==> src/rtl/sysid_probe_pkg.sv <==
// Shared types and constants for the system-ID probe master.
// Holds the probe FSM encoding, word addresses and counter width.
package sysid_probe_pkg;

    typedef enum logic [2:0] {
        IDLE,
        REQ_ID,
        WAIT_ID,
        REQ_TS,
        WAIT_TS,
        CHECK,
        DONE
    } sysid_state_e;

    localparam logic SYSID_ADDR_ID = 1'b0;
    localparam logic SYSID_ADDR_TS = 1'b1;

    localparam int SYSID_CNT_W = 16;

endpackage

==> src/rtl/sysid_read_engine.sv <==
// Single-word Avalon-MM read with waitrequest, readdatavalid and timeout.
// The phase (request / wait) is supplied by the sequencing FSM.
module sysid_read_engine
    import sysid_probe_pkg::*;
#(
    parameter int unsigned TIMEOUT_CYCLES = 255
) (
    input  logic        clock,
    input  logic        reset_n,
    input  logic        i_clr,
    input  logic        i_req,
    input  logic        i_wait,
    input  logic        i_addr,
    input  logic        i_waitrequest,
    input  logic        i_readdatavalid,
    input  logic [31:0] i_readdata,
    output logic        o_read,
    output logic        o_address,
    output logic        o_accept,
    output logic        o_capture,
    output logic        o_timeout,
    output logic [31:0] o_data
);

    localparam logic [SYSID_CNT_W-1:0] LP_LAST =
        SYSID_CNT_W'(TIMEOUT_CYCLES - 1);

    logic [SYSID_CNT_W-1:0] r_cnt;
    logic                   w_active;

    assign w_active  = i_req | i_wait;
    assign o_read    = i_req;
    assign o_address = i_req & i_addr;
    assign o_accept  = i_req & ~i_waitrequest;
    // Zero-latency data may arrive in the accept cycle itself.
    assign o_capture = (o_accept | i_wait) & i_readdatavalid;
    // Completion in the last allowed cycle wins over the abort.
    assign o_timeout = w_active & ~o_capture & (r_cnt == LP_LAST);
    assign o_data    = i_readdata;

    // Cycles spent in the current transaction; restarts per word.
    always_ff @(posedge clock or negedge reset_n) begin
        if (!reset_n) begin
            r_cnt <= '0;
        end else if (i_clr | o_capture | o_timeout) begin
            r_cnt <= '0;
        end else if (w_active) begin
            r_cnt <= r_cnt + SYSID_CNT_W'(1);
        end
    end

endmodule

==> src/rtl/sysid_probe_master.sv <==
// Avalon-MM probe that reads the system-ID and build timestamp words
// and reports whether both match the values expected at build time.
module sysid_probe_master
    import sysid_probe_pkg::*;
#(
    parameter logic [31:0] EXPECTED_ID    = 32'd0,
    parameter logic [31:0] EXPECTED_TS    = 32'd1711549111,
    parameter int unsigned TIMEOUT_CYCLES = 255,
    parameter bit          AUTO_START     = 1'b1
) (
    input  logic        clock,
    input  logic        reset_n,
    input  logic        start,
    output logic        avm_address,
    output logic        avm_read,
    input  logic        avm_waitrequest,
    input  logic [31:0] avm_readdata,
    input  logic        avm_readdatavalid,
    output logic        busy,
    output logic        done,
    output logic        id_ok,
    output logic        ts_ok,
    output logic        timeout_err,
    output logic [31:0] id_value,
    output logic [31:0] ts_value
);

    sysid_state_e r_state;
    sysid_state_e w_next;

    logic        r_first;
    logic        r_done;
    logic        r_id_ok;
    logic        r_ts_ok;
    logic        r_timeout_err;
    logic [31:0] r_id_value;
    logic [31:0] r_ts_value;

    logic        w_req;
    logic        w_wait;
    logic        w_addr;
    logic        w_launch;
    logic        w_cap_id;
    logic        w_cap_ts;
    logic        w_check;
    logic        w_abort;
    logic        w_finish;
    logic        w_accept;
    logic        w_capture;
    logic        w_timeout;
    logic [31:0] w_data;

    assign w_req  = (r_state == REQ_ID) || (r_state == REQ_TS);
    assign w_wait = (r_state == WAIT_ID) || (r_state == WAIT_TS);
    assign w_addr = ((r_state == REQ_TS) || (r_state == WAIT_TS))
                  ? SYSID_ADDR_TS : SYSID_ADDR_ID;

    sysid_read_engine #(
        .TIMEOUT_CYCLES (TIMEOUT_CYCLES)
    ) u_engine (
        .clock           (clock),
        .reset_n         (reset_n),
        .i_clr           (w_launch),
        .i_req           (w_req),
        .i_wait          (w_wait),
        .i_addr          (w_addr),
        .i_waitrequest   (avm_waitrequest),
        .i_readdatavalid (avm_readdatavalid),
        .i_readdata      (avm_readdata),
        .o_read          (avm_read),
        .o_address       (avm_address),
        .o_accept        (w_accept),
        .o_capture       (w_capture),
        .o_timeout       (w_timeout),
        .o_data          (w_data)
    );

    // Probe sequencing: next state and one-cycle datapath strobes.
    always_comb begin
        w_next   = r_state;
        w_launch = 1'b0;
        w_cap_id = 1'b0;
        w_cap_ts = 1'b0;
        w_check  = 1'b0;
        w_abort  = 1'b0;
        w_finish = 1'b0;
        unique case (r_state)
            IDLE: begin
                if (start || (r_first && AUTO_START)) begin
                    w_launch = 1'b1;
                    w_next   = REQ_ID;
                end
            end
            REQ_ID: begin
                if (w_capture) begin
                    w_cap_id = 1'b1;
                    w_next   = REQ_TS;
                end else if (w_timeout) begin
                    w_abort = 1'b1;
                    w_next  = DONE;
                end else if (w_accept) begin
                    w_next = WAIT_ID;
                end
            end
            WAIT_ID: begin
                if (w_capture) begin
                    w_cap_id = 1'b1;
                    w_next   = REQ_TS;
                end else if (w_timeout) begin
                    w_abort = 1'b1;
                    w_next  = DONE;
                end
            end
            REQ_TS: begin
                if (w_capture) begin
                    w_cap_ts = 1'b1;
                    w_next   = CHECK;
                end else if (w_timeout) begin
                    w_abort = 1'b1;
                    w_next  = DONE;
                end else if (w_accept) begin
                    w_next = WAIT_TS;
                end
            end
            WAIT_TS: begin
                if (w_capture) begin
                    w_cap_ts = 1'b1;
                    w_next   = CHECK;
                end else if (w_timeout) begin
                    w_abort = 1'b1;
                    w_next  = DONE;
                end
            end
            CHECK: begin
                w_check = 1'b1;
                w_next  = DONE;
            end
            DONE: begin
                w_finish = 1'b1;
                w_next   = IDLE;
            end
            default: begin
                w_next = IDLE;
            end
        endcase
    end

    // State register; r_first marks the first cycle after reset release.
    always_ff @(posedge clock or negedge reset_n) begin
        if (!reset_n) begin
            r_state <= IDLE;
            r_first <= 1'b1;
        end else begin
            r_state <= w_next;
            r_first <= 1'b0;
        end
    end

    // Result registers: cleared on launch, filled as the probe advances.
    always_ff @(posedge clock or negedge reset_n) begin
        if (!reset_n) begin
            r_done        <= 1'b0;
            r_id_ok       <= 1'b0;
            r_ts_ok       <= 1'b0;
            r_timeout_err <= 1'b0;
            r_id_value    <= '0;
            r_ts_value    <= '0;
        end else begin
            if (w_launch) begin
                r_done        <= 1'b0;
                r_id_ok       <= 1'b0;
                r_ts_ok       <= 1'b0;
                r_timeout_err <= 1'b0;
            end
            if (w_cap_id) begin
                r_id_value <= w_data;
            end
            if (w_cap_ts) begin
                r_ts_value <= w_data;
            end
            if (w_check) begin
                r_id_ok <= (r_id_value == EXPECTED_ID);
                r_ts_ok <= (r_ts_value == EXPECTED_TS);
            end
            if (w_abort) begin
                r_timeout_err <= 1'b1;
                r_id_ok       <= 1'b0;
                r_ts_ok       <= 1'b0;
            end
            if (w_finish) begin
                r_done <= 1'b1;
            end
        end
    end

    assign busy        = (r_state != IDLE) && (r_state != DONE);
    assign done        = r_done;
    assign id_ok       = r_id_ok;
    assign ts_ok       = r_ts_ok;
    assign timeout_err = r_timeout_err;
    assign id_value    = r_id_value;
    assign ts_value    = r_ts_value;

endmodule

==> config.mk <==
export PLATFORM = sky130hd
export DESIGN_NAME = sysid_probe_master
export DESIGN_NICKNAME = d
export VERILOG_FILES = /design/src/rtl/sysid_probe_pkg.sv /design/src/rtl/sysid_read_engine.sv /design/src/rtl/sysid_probe_master.sv
export SDC_FILE = /design/constraint.sdc
export NUM_CORES = 1
export LEC_CHECK = 0
export ABC_AREA = 1
export CORE_ASPECT_RATIO = 1.2
export CORE_UTILIZATION = 34
export CTS_CLUSTER_DIAMETER = 80
export DETAILED_ROUTE_END_ITERATION = 6
export GPL_TIMING_DRIVEN = 1
export HOLD_SLACK_MARGIN = 0.03
export PLACE_DENSITY = 0.68
export RECOVER_POWER = 50
export SLEW_MARGIN = 10
export SYNTH_ARGS = -nofsm -noshare
export SYNTH_HDL_FRONTEND = slang
export SYNTH_HIERARCHICAL = 1
export SYNTH_SLANG_ARGS = --single-unit
==> constraint.sdc <==
create_clock -name clock -period 2.3 [get_ports clock]
set_clock_uncertainty 0.2 [all_clocks]
set_input_delay 0.23 -clock clock [delete_from_list [all_inputs] [get_ports clock]]
set_output_delay 0.23 -clock clock [all_outputs]
set_load 0.05 [all_outputs]
==> results of run 1 <==
==> final cells by class <==
class | instances | area [µm²] | area share (%)
Clock inverter | 7 | 55.1 | 0.921
Timing Repair Buffer | 119 | 1200 | 20.1
Tap cell | 168 | 210 | 3.52
Inverter | 76 | 288 | 4.81
Sequential cell | 88 | 2210 | 36.9
Multi-Input combinational cell | 353 | 1790 | 30.0
Clock buffer | 9 | 225 | 3.77
==> sequential cells by signal, indices dropped and copies added (netlist names) <==
signal          count
id_value           32
ts_value           32
u_engine/r_cnt     16
r_state             3
done                1
id_ok               1
r_first             1
timeout_err         1
ts_ok               1
==> power breakdown <==
| group | leakage [µW] | internal [µW] | switching, µW | total, µW |
|---|---|---|---|---|
| registers | 0.00113 | 2110 | 520 | 2630 |
| clock network | 0.000132 | 741 | 632 | 1370 |
| logic | 0.00158 | 1700 | 3350 | 5050 |
| total | 0.00285 | 4550 | 4500 | 9050 |
==> routing by layer <==
layer | up-vias | track usage [%] | part of all wire, %
li1 | 1881 | - | -
met4 | 0 | 5.56 | 1.7
met2 | 124 | 26.7 | 48
met3 | 20 | 5.39 | 7.8
met1 | 1745 | 20.2 | 42
met5 | - | 0 | 0
==> stage by stage <==
stage | utilization [%] | total power (µW)
floorplan | - | 6050
global placement | 42.4 | 7520
detailed placement | 42.4 | 7610
CTS | 44.6 | 9030
global route | 45.0 | 9590
finish | 45.0 | 9050
==> critical path, cell delays in order (launching register included) <==
cell and delay [ps]:
dfrtp_2 470, inv_2 140, nand3_2 130, nand2_4 120, nand2_1 90, a21boi_2 150, nor2_1 60, nand2_2 100
inv_2 50, inv_1 130, nor2_4 60, o21ai_0 150, nand3_1 90, nand2_1 70, nand2_1 60
==> final timing paths <==
kind | from | end | slack (ps) | depth (start not counted)
max in group asynchronous | reset_n | ts_value[8] | 320 | 3
max | r_state[1] | r_state[1] | 120 | 14
max reg2reg | r_state[1] | r_state[1] | 120 | 14
min reg2reg | done | done | 300 | 1
min in group asynchronous | reset_n | done | 350 | 2
min | avm_readdata[30] | id_value[30] | 270 | 3
==> cell families after synthesis <==
family          synth area share, %
simple gates                   23.9
fa+ha+maj                     0.537
xor+xnor                      0.752
flops                          47.3
buf+inv                        14.9
compound gates                 12.5
other cells                  0.0805
==> what timing repair did <==
action / CTS / global route
hold buffers: 1 / 0
setup endpoints to repair: 4 / 10
buffers inserted: 0 / 4
resized for setup: 1 / 12
pin swaps: 0 / 1
endpoints found under the hold margin: 32 / 0
==> Yosys cell counts, types with 2 or more instances <==
library cell,instances
xnor2_1,2
inv_2,2
clkbuf_1,2
a21oi_1,4
and2_1,2
nand4_1,9
nand3_1,19
nor3_1,3
buf_6,12
nand2_2,5
nand2_1,150
nor2_1,71
o21ai_2,44
o21bai_1,4
dfrtp_1,87
nor2_2,2
inv_1,74
nand3_2,2
buf_4,33
o21ai_0,24
xor2_1,2
ha_1,2
nor2_4,2
==> flow_metrics.py, run 1 <==
metrics = {
    "finish": {
        "nets": 686,
        "antenna_cells": 0,
        "fillCellCount": 1286,
        "finalNonFillerCells": 820,
        "drive_above_1_share_pct": 15.5,
        "final_cell_mix": "147 x nand2_1, 103 x clkdlybuf4s50_1, 85 x dfrtp_1, 73 x inv_1, 70 x nor2_1",
        "syn_to_final_growth_pct": 28.3,
        "final_area_um2": 5980,
        "layout_commonest_cell": "nand2_1",
    },
    "worst_setup_path": {
        "end_kind": "register",
        "path_class": "register to register",
        "cp.required_ps": 2320,
        "critPathLaunchType": "register",
        "arrival_ps": 2210,
        "critPathMaxFanout": 7,
    },
    "floorplanning": {
        "rows": 46,
        "die-area_um2": 14200,
        "pin_count": 108,
        "die_w_um": 109,
        "start_util_pct": 35.0,
        "die_h_um": 130,
        "core_area_um2": 13300,
    },
    "sta": {
        "finalHoldViolCount": 0,
        "drv_slew": 0,
        "maxSlewHeadroom_pct": 42.5,
        "period_minus_slack_ps": 2180,
        "setup_viol_count_final": 0,
        "fin_crit_sh_pct": 95.0,
        "worst_pin_slew_ps": 863,
        "fin_setup_tns_ps": 0,
        "max_freq_mhz": 458,
        "holdWs_ps": 267,
        "worst_slack_ps": 116,
    },
    "synthesis": {
        "ys_seq_elements": 88,
        "yosys_most_used_dff": "dfrtp_1",
        "synthArstFlopShare_pct": 100,
        "synth_area_leaders": "dfrtp_1 47%, nand2_1 12%, o21ai_2 8.3%",
        "ys_warn_count": 6,
        "yosys.area.top_type": "dfrtp_1",
        "avgSynthCellArea_um2": 8.23,
        "syn_inst": 566,
        "syn_nets": 605,
        "synth-seq-area-share_pct": 47.3,
        "synth.cell_area_um2": 4660,
        "ys_types": 32,
        "synth_top_cell_area_share_pct": 46.7,
        "synth_edf_count": 0,
    },
    "grt": {
        "grt_max_degree": 65,
        "gr-total-overflow": 0,
        "antenna_found_initial": 0,
        "grt_pass1_wl_um": 17900,
        "grt_use_total_pct": 16.3,
        "grt_pass1_vias": 3718,
    },
    "cts": {
        "clk-insertion-delay-late_ps": 340,
        "cts_sinks": 88,
        "clockRootBuffer": "clkbuf_16",
        "cts_buffer_depth": 2,
        "cts_tree": "yes",
        "path_clk_slew_ps": 70,
        "numCtsBuffers": 9,
        "htreeDepth": 3,
    },
    "power_and_ir_drop": {
        "ir_drop_uv": 849,
        "leakagePower_uw": 0.00285,
        "cellPowerDensity_nw_per_um2": 1510,
    },
    "placed_design": {
        "routabilityCongestion": 0.892,
        "place_inst": 799,
        "place_area_um2": 5630,
        "hpwl_um": 7890,
        "port_buffers": 107,
        "dpl_worst_slack_ps": -38.3,
    },
    "run": {
        "cap_violations": 0,
    },
    "drt": {
        "drt-total-wl_um": 10800,
        "vias_per_cell": 4.60,
        "vias": 3770,
        "drt_iter0_markers": 158,
        "dr.pass1.iters": 4,
        "drc_errors": 0,
        "ant_nets": 0,
        "wl_per_cell_um": 13.2,
    },
    "status": {
        "run_status": "completed",
    },
    "worst_hold_path": {
        "min_path_type": "input port to register",
    },
}
No activity file was read; power rests on OpenSTA's default activity.
==> run 2, diff against run 1 <==
- CTS_BUF_LIST: unset -> sky130_fd_sc_hd__clkbuf_8
==> run 2 against run 1 <==
Worst setup slack better by 7.6 ps. Combinational power is 1% higher. Sequential cell count stayed put. Global-route usage is 0.11 points lower. Non-clock buffer count is 3 higher. Final cell count is 0.37% higher. Cell area is 1.1% lower. Highest routed layer unchanged. Clock-buffer cell count stayed put. Hold slack worse by 26 ps. Critical path type unchanged. Largest cell class unchanged. Critical path depth stayed put. Critical endpoint unchanged.
==> flow_metrics.py, run 2 (same netlist as run 1, synthesis figures left out) <==
metrics = {
    "status": {
        "run_status": "completed",
    },
    "floorplanning": {
        "start_util_pct": 35.0,
        "rows": 46,
        "pin_count": 108,
        "core_area_um2": 13300,
        "die-area_um2": 14200,
        "die_w_um": 109,
        "die_h_um": 130,
    },
    "worst_hold_path": {
        "min_from": "avm_readdata[30]",
        "whs_endpoint": "id_value[30]",
        "min_path_type": "input port to register",
        "holdPathStages": 3,
    },
    "cts": {
        "cts_sinks": 88,
        "clk-insertion-delay-late_ps": 350,
        "clockRootBuffer": "clkbuf_8",
        "cts_buffer_depth": 2,
        "cts_tree": "yes",
        "path_clk_slew_ps": 90,
        "htreeDepth": 3,
        "numCtsBuffers": 9,
    },
    "drt": {
        "vias_per_cell": 4.59,
        "ant_nets": 0,
        "drt-total-wl_um": 10800,
        "wl_per_cell_um": 13.1,
        "vias": 3775,
        "drc_errors": 0,
        "drt_iter0_markers": 166,
        "dr.pass1.iters": 5,
    },
    "worst_setup_path": {
        "arrival_ps": 2220,
        "end_kind": "register",
        "cp.required_ps": 2350,
        "reg2reg_slack_ps": 120,
        "reg2reg_depth": 14,
        "path_class": "register to register",
        "cp-startpoint": "r_state[1]",
        "r2r_end": "r_state[1]",
        "critPathMaxFanout": 7,
        "rr_startpoint": "r_state[1]",
        "critPathLaunchType": "register",
    },
    "grt": {
        "grt_use_total_pct": 16.2,
        "grt_pass1_wl_um": 17800,
        "grt_pass1_vias": 3734,
        "gr-total-overflow": 0,
        "antenna_found_initial": 0,
        "grt_max_degree": 65,
    },
    "placed_design": {
        "place_inst": 799,
        "dpl_worst_slack_ps": -38.3,
        "routabilityCongestion": 0.892,
        "place_area_um2": 5630,
        "port_buffers": 107,
        "hpwl_um": 7890,
    },
    "run": {
        "cap_violations": 0,
    },
    "sta": {
        "max_freq_mhz": 459,
        "maxSlewHeadroom_pct": 43.3,
        "finalHoldViolCount": 0,
        "worst_slack_ps": 123,
        "drv_slew": 0,
        "fin_setup_tns_ps": 0,
        "period_minus_slack_ps": 2180,
        "worst_pin_slew_ps": 850,
        "fin_crit_sh_pct": 94.6,
        "setup_viol_count_final": 0,
    },
    "power_and_ir_drop": {
        "cellPowerDensity_nw_per_um2": 1470,
        "ir_drop_uv": 846,
        "leakagePower_uw": 0.00282,
    },
    "finish": {
        "final_cell_mix": "148 x nand2_1, 103 x clkdlybuf4s50_1, 84 x dfrtp_1, 72 x inv_1, 70 x nor2_1",
        "antenna_cells": 0,
        "layout_commonest_cell": "nand2_1",
        "drive_above_1_share_pct": 16.2,
        "final_area_um2": 5910,
        "nets": 689,
        "finalNonFillerCells": 823,
        "fillCellCount": 1300,
        "syn_to_final_growth_pct": 26.9,
    },
}
[run 2: worst max-delay path by stage]
stage                             to  slack (ps)  depth (start not counted)
after detailed placement  r_state[1]         -40                         12
after global routing      r_state[1]         -10                         15
after global placement         id_ok         150                         14
after floorplan           r_state[0]         120                         12
after CTS                 r_state[1]          20                         12
final                     r_state[1]         120                         14
[run 2: layout make-up]
class                   instances  area [µm²]  area share (%)
repair buffers                122        1220            20.7
clock inverters                 7        55.1           0.932
multi-input cells             353        1800            30.4
inverters                      76         290            4.91
flip-flops and latches         88        2210            37.3
clock buffers                   9         124            2.10
well taps                     168         210            3.56
[run 2: metrics by stage]
step | util (%) | power [µW] | hold WS (ps)
floorplan | - | 6050 | -266
global placement | 42.4 | 7520 | 8.62
detailed placement | 42.4 | 7610 | 21.7
CTS | 43.8 | 8640 | 173
global route | 44.4 | 9260 | 226
finish | 44.4 | 8710 | 241
[run 2: critical path, stage by stage, from the launching register on]
cell and delay, ps:
dfrtp_2 470, buf_4 140, nand3_2 110, nand2_4 130, nand2_1 90, a21boi_2 150, nor2_1 50, nand2_1 140
inv_2 80, inv_2 90, nor2_4 50, o21ai_0 160, nand3_1 100, nand2_1 70, nand2_1 50
[run 2: power by group]
| part | internal [µW] | switching, µW | total, µW |
|---|---|---|---|
| combinational | 1740 | 3360 | 5100 |
| clock | 402 | 583 | 985 |
| sequential | 2110 | 518 | 2620 |
| total | 4250 | 4460 | 8710 |
[run 2: timing repair]
item / CTS / global route
resized for setup: 1 / 16
setup buffers: 0 / 7
endpoints found under the hold margin: 32 / 0
setup endpoints to repair: 4 / 10
hold buffers: 1 / 0
pin swaps: 0 / 1
[run 2: layer usage]
metal | wire length (µm) | track usage, % | vias up
met5 | 0 | 0 | -
met4 | 161 | 5.33 | 0
met3 | 845 | 5.39 | 15
met2 | 5260 | 26.5 | 126
met1 | 4530 | 20.1 | 1753
li1 | - | - | 1881
==> run 3, diff against run 2 <==
- SETUP_SLACK_MARGIN: unset -> 0.1
==> run 3 against run 2 <==
Hold slack better by 0.84 ps. Wire length up 1.5%. Clock power about the same. Global-route usage up 0.053 points. Combinational power up 0.8%. Die area unchanged. Utilization up 0.45 points. Critical path depth down 5. Worst setup slack better by 24 ps. Total power up 0.41%. Sequential power about the same. Largest power group unchanged.
==> flow_metrics.py, run 3 (same netlist as run 1, synthesis figures left out) <==
metrics = {
    "sta": {
        "holdWs_ps": 242,
        "rsz0062_at_grt": "yes",
        "period_minus_slack_ps": 2150,
        "fin_setup_tns_ps": 0,
        "drv_slew": 0,
        "setup_viol_count_final": 0,
        "maxSlewHeadroom_pct": 41.1,
        "finalHoldViolCount": 0,
        "worst_pin_slew_ps": 883,
        "fin_crit_sh_pct": 93.6,
        "max_freq_mhz": 464,
    },
    "finish": {
        "nets": 694,
        "regArea_um2": 2210,
        "antenna_cells": 0,
        "layout_commonest_cell": "nand2_1",
        "fillCellCount": 1290,
        "drive_above_1_share_pct": 17.3,
        "final_area_um2": 5970,
        "syn_to_final_growth_pct": 28.2,
        "multiInputGateArea_um2": 1810,
        "final_cell_mix": "146 x nand2_1, 84 x dfrtp_1, 81 x clkdlybuf4s50_1, 72 x inv_1, 69 x nor2_1",
    },
    "run": {
        "cap_violations": 0,
    },
    "placed_design": {
        "place_area_um2": 5630,
        "port_buffers": 107,
        "routabilityCongestion": 0.892,
        "hpwl_um": 7890,
    },
    "worst_setup_path": {
        "critPathLaunchType": "register",
        "critPathMaxFanout": 64,
        "rr_startpoint": "r_state[1]",
        "cpPeakStageDelay_ps": 470,
        "cp-startpoint": "r_state[1]",
        "path_buf_inv": 3,
        "critical_path.slowest_cell": "dfrtp_2",
        "path_class": "register to register",
        "cpLargestDelayFamily": "buffers and inverters",
        "path_common_cell": "buf_4",
        "path_cells": "buf_4 -> nand3_2 -> nand2_4 -> nand2_1 -> a21boi_2 -> buf_4 -> nand2_2 -> buf_12 -> o21ai_0",
        "arrival_ps": 2210,
        "end_kind": "register",
        "cp.required_ps": 2350,
    },
    "grt": {
        "grt_use_met1_pct": 20.2,
        "top_usage_layer": "met2",
        "antenna_found_initial": 0,
        "grt_use_total_pct": 16.3,
        "gr-total-overflow": 0,
        "grt_pass1_wl_um": 17900,
        "grt_pass1_vias": 3740,
        "grt_use_met2_pct": 26.7,
        "grt_max_degree": 65,
        "grtUsageMet3_pct": 5.39,
    },
    "drt": {
        "vias_per_cell": 4.62,
        "drt-total-wl_um": 11000,
        "vias": 3828,
        "drc_errors": 0,
        "wl_per_cell_um": 13.2,
        "ant_nets": 0,
        "dr.pass1.iters": 4,
        "drt_iter0_markers": 149,
    },
    "floorplanning": {
        "pin_count": 108,
        "die-area_um2": 14200,
        "die_w_um": 109,
        "die_h_um": 130,
        "rows": 46,
        "core_area_um2": 13300,
        "start_util_pct": 35.0,
    },
    "cts": {
        "clockRootBuffer": "clkbuf_8",
        "numCtsBuffers": 9,
        "cts_tree": "yes",
        "cts_buffer_depth": 2,
        "clk-insertion-delay-late_ps": 350,
        "cts_sinks": 88,
        "htreeDepth": 3,
        "path_clk_slew_ps": 90,
    },
    "worst_hold_path": {
        "min_path_type": "input port to register",
        "min_from": "avm_readdata[30]",
    },
    "power_and_ir_drop": {
        "leakagePower_uw": 0.00289,
        "cellPowerDensity_nw_per_um2": 1470,
        "ir_drop_uv": 821,
    },
    "status": {
        "run_status": "completed",
    },
}
==> run 3: worst paths after layout <==
kind / endpoint / slack, ps / cells after the start
min: id_value[30] / 240 / 3
min reg2reg: done / 300 / 1
min in group asynchronous: done / 330 / 2
max in group asynchronous: id_value[9] / 770 / 3
max: id_value[8] / 150 / 9
max reg2reg: id_value[8] / 150 / 9
==> run 3: area by class of cell <==
class | count | share of cell area, %
clock buffers | 9 | 2.08
multi-input cells | 353 | 30.3
well taps | 168 | 3.52
clock inverters | 7 | 0.922
inverters | 76 | 4.86
flip-flops and latches | 88 | 37.0
repair buffers | 127 | 21.4
==> run 3: metal layers <==
layer	vias to the layer above	wire length, µm
met2	120	5290
met4	0	195
met3	20	867
li1	1894	-
met5	-	0
met1	1794	4600
==> run 3: tightest hold or removal path, cell delays in order <==
cell             delay [ps]
clkdlybuf4s50_1         400
inv_1                    80
o21ai_2                  60
==> run 3: stage by stage <==
stage	std cells	setup slack, ps	total power [µW]	util [%]
after global routing	828	49.7	9300	44.9
after CTS	818	141	8670	44.0
after global placement	799	152	7520	42.4
final	828	147	8750	44.9
after floorplan	566	123	6050	-
after detailed placement	799	-38.3	7610	42.4
==> run 3: where the power goes <==
group / internal [µW] / total, µW / switching, µW
registers: 2110 / 2620 / 515
logic: 1740 / 5140 / 3400
clock network: 402 / 985 / 583
==> run 3: timing repair <==
action	4_1_cts	5_1_grt
setup endpoints to repair	10	19
pin swaps	0	5
endpoints found under the hold margin	32	0
gates resized for setup	5	17
hold buffers	1	0
buffers inserted	2	10
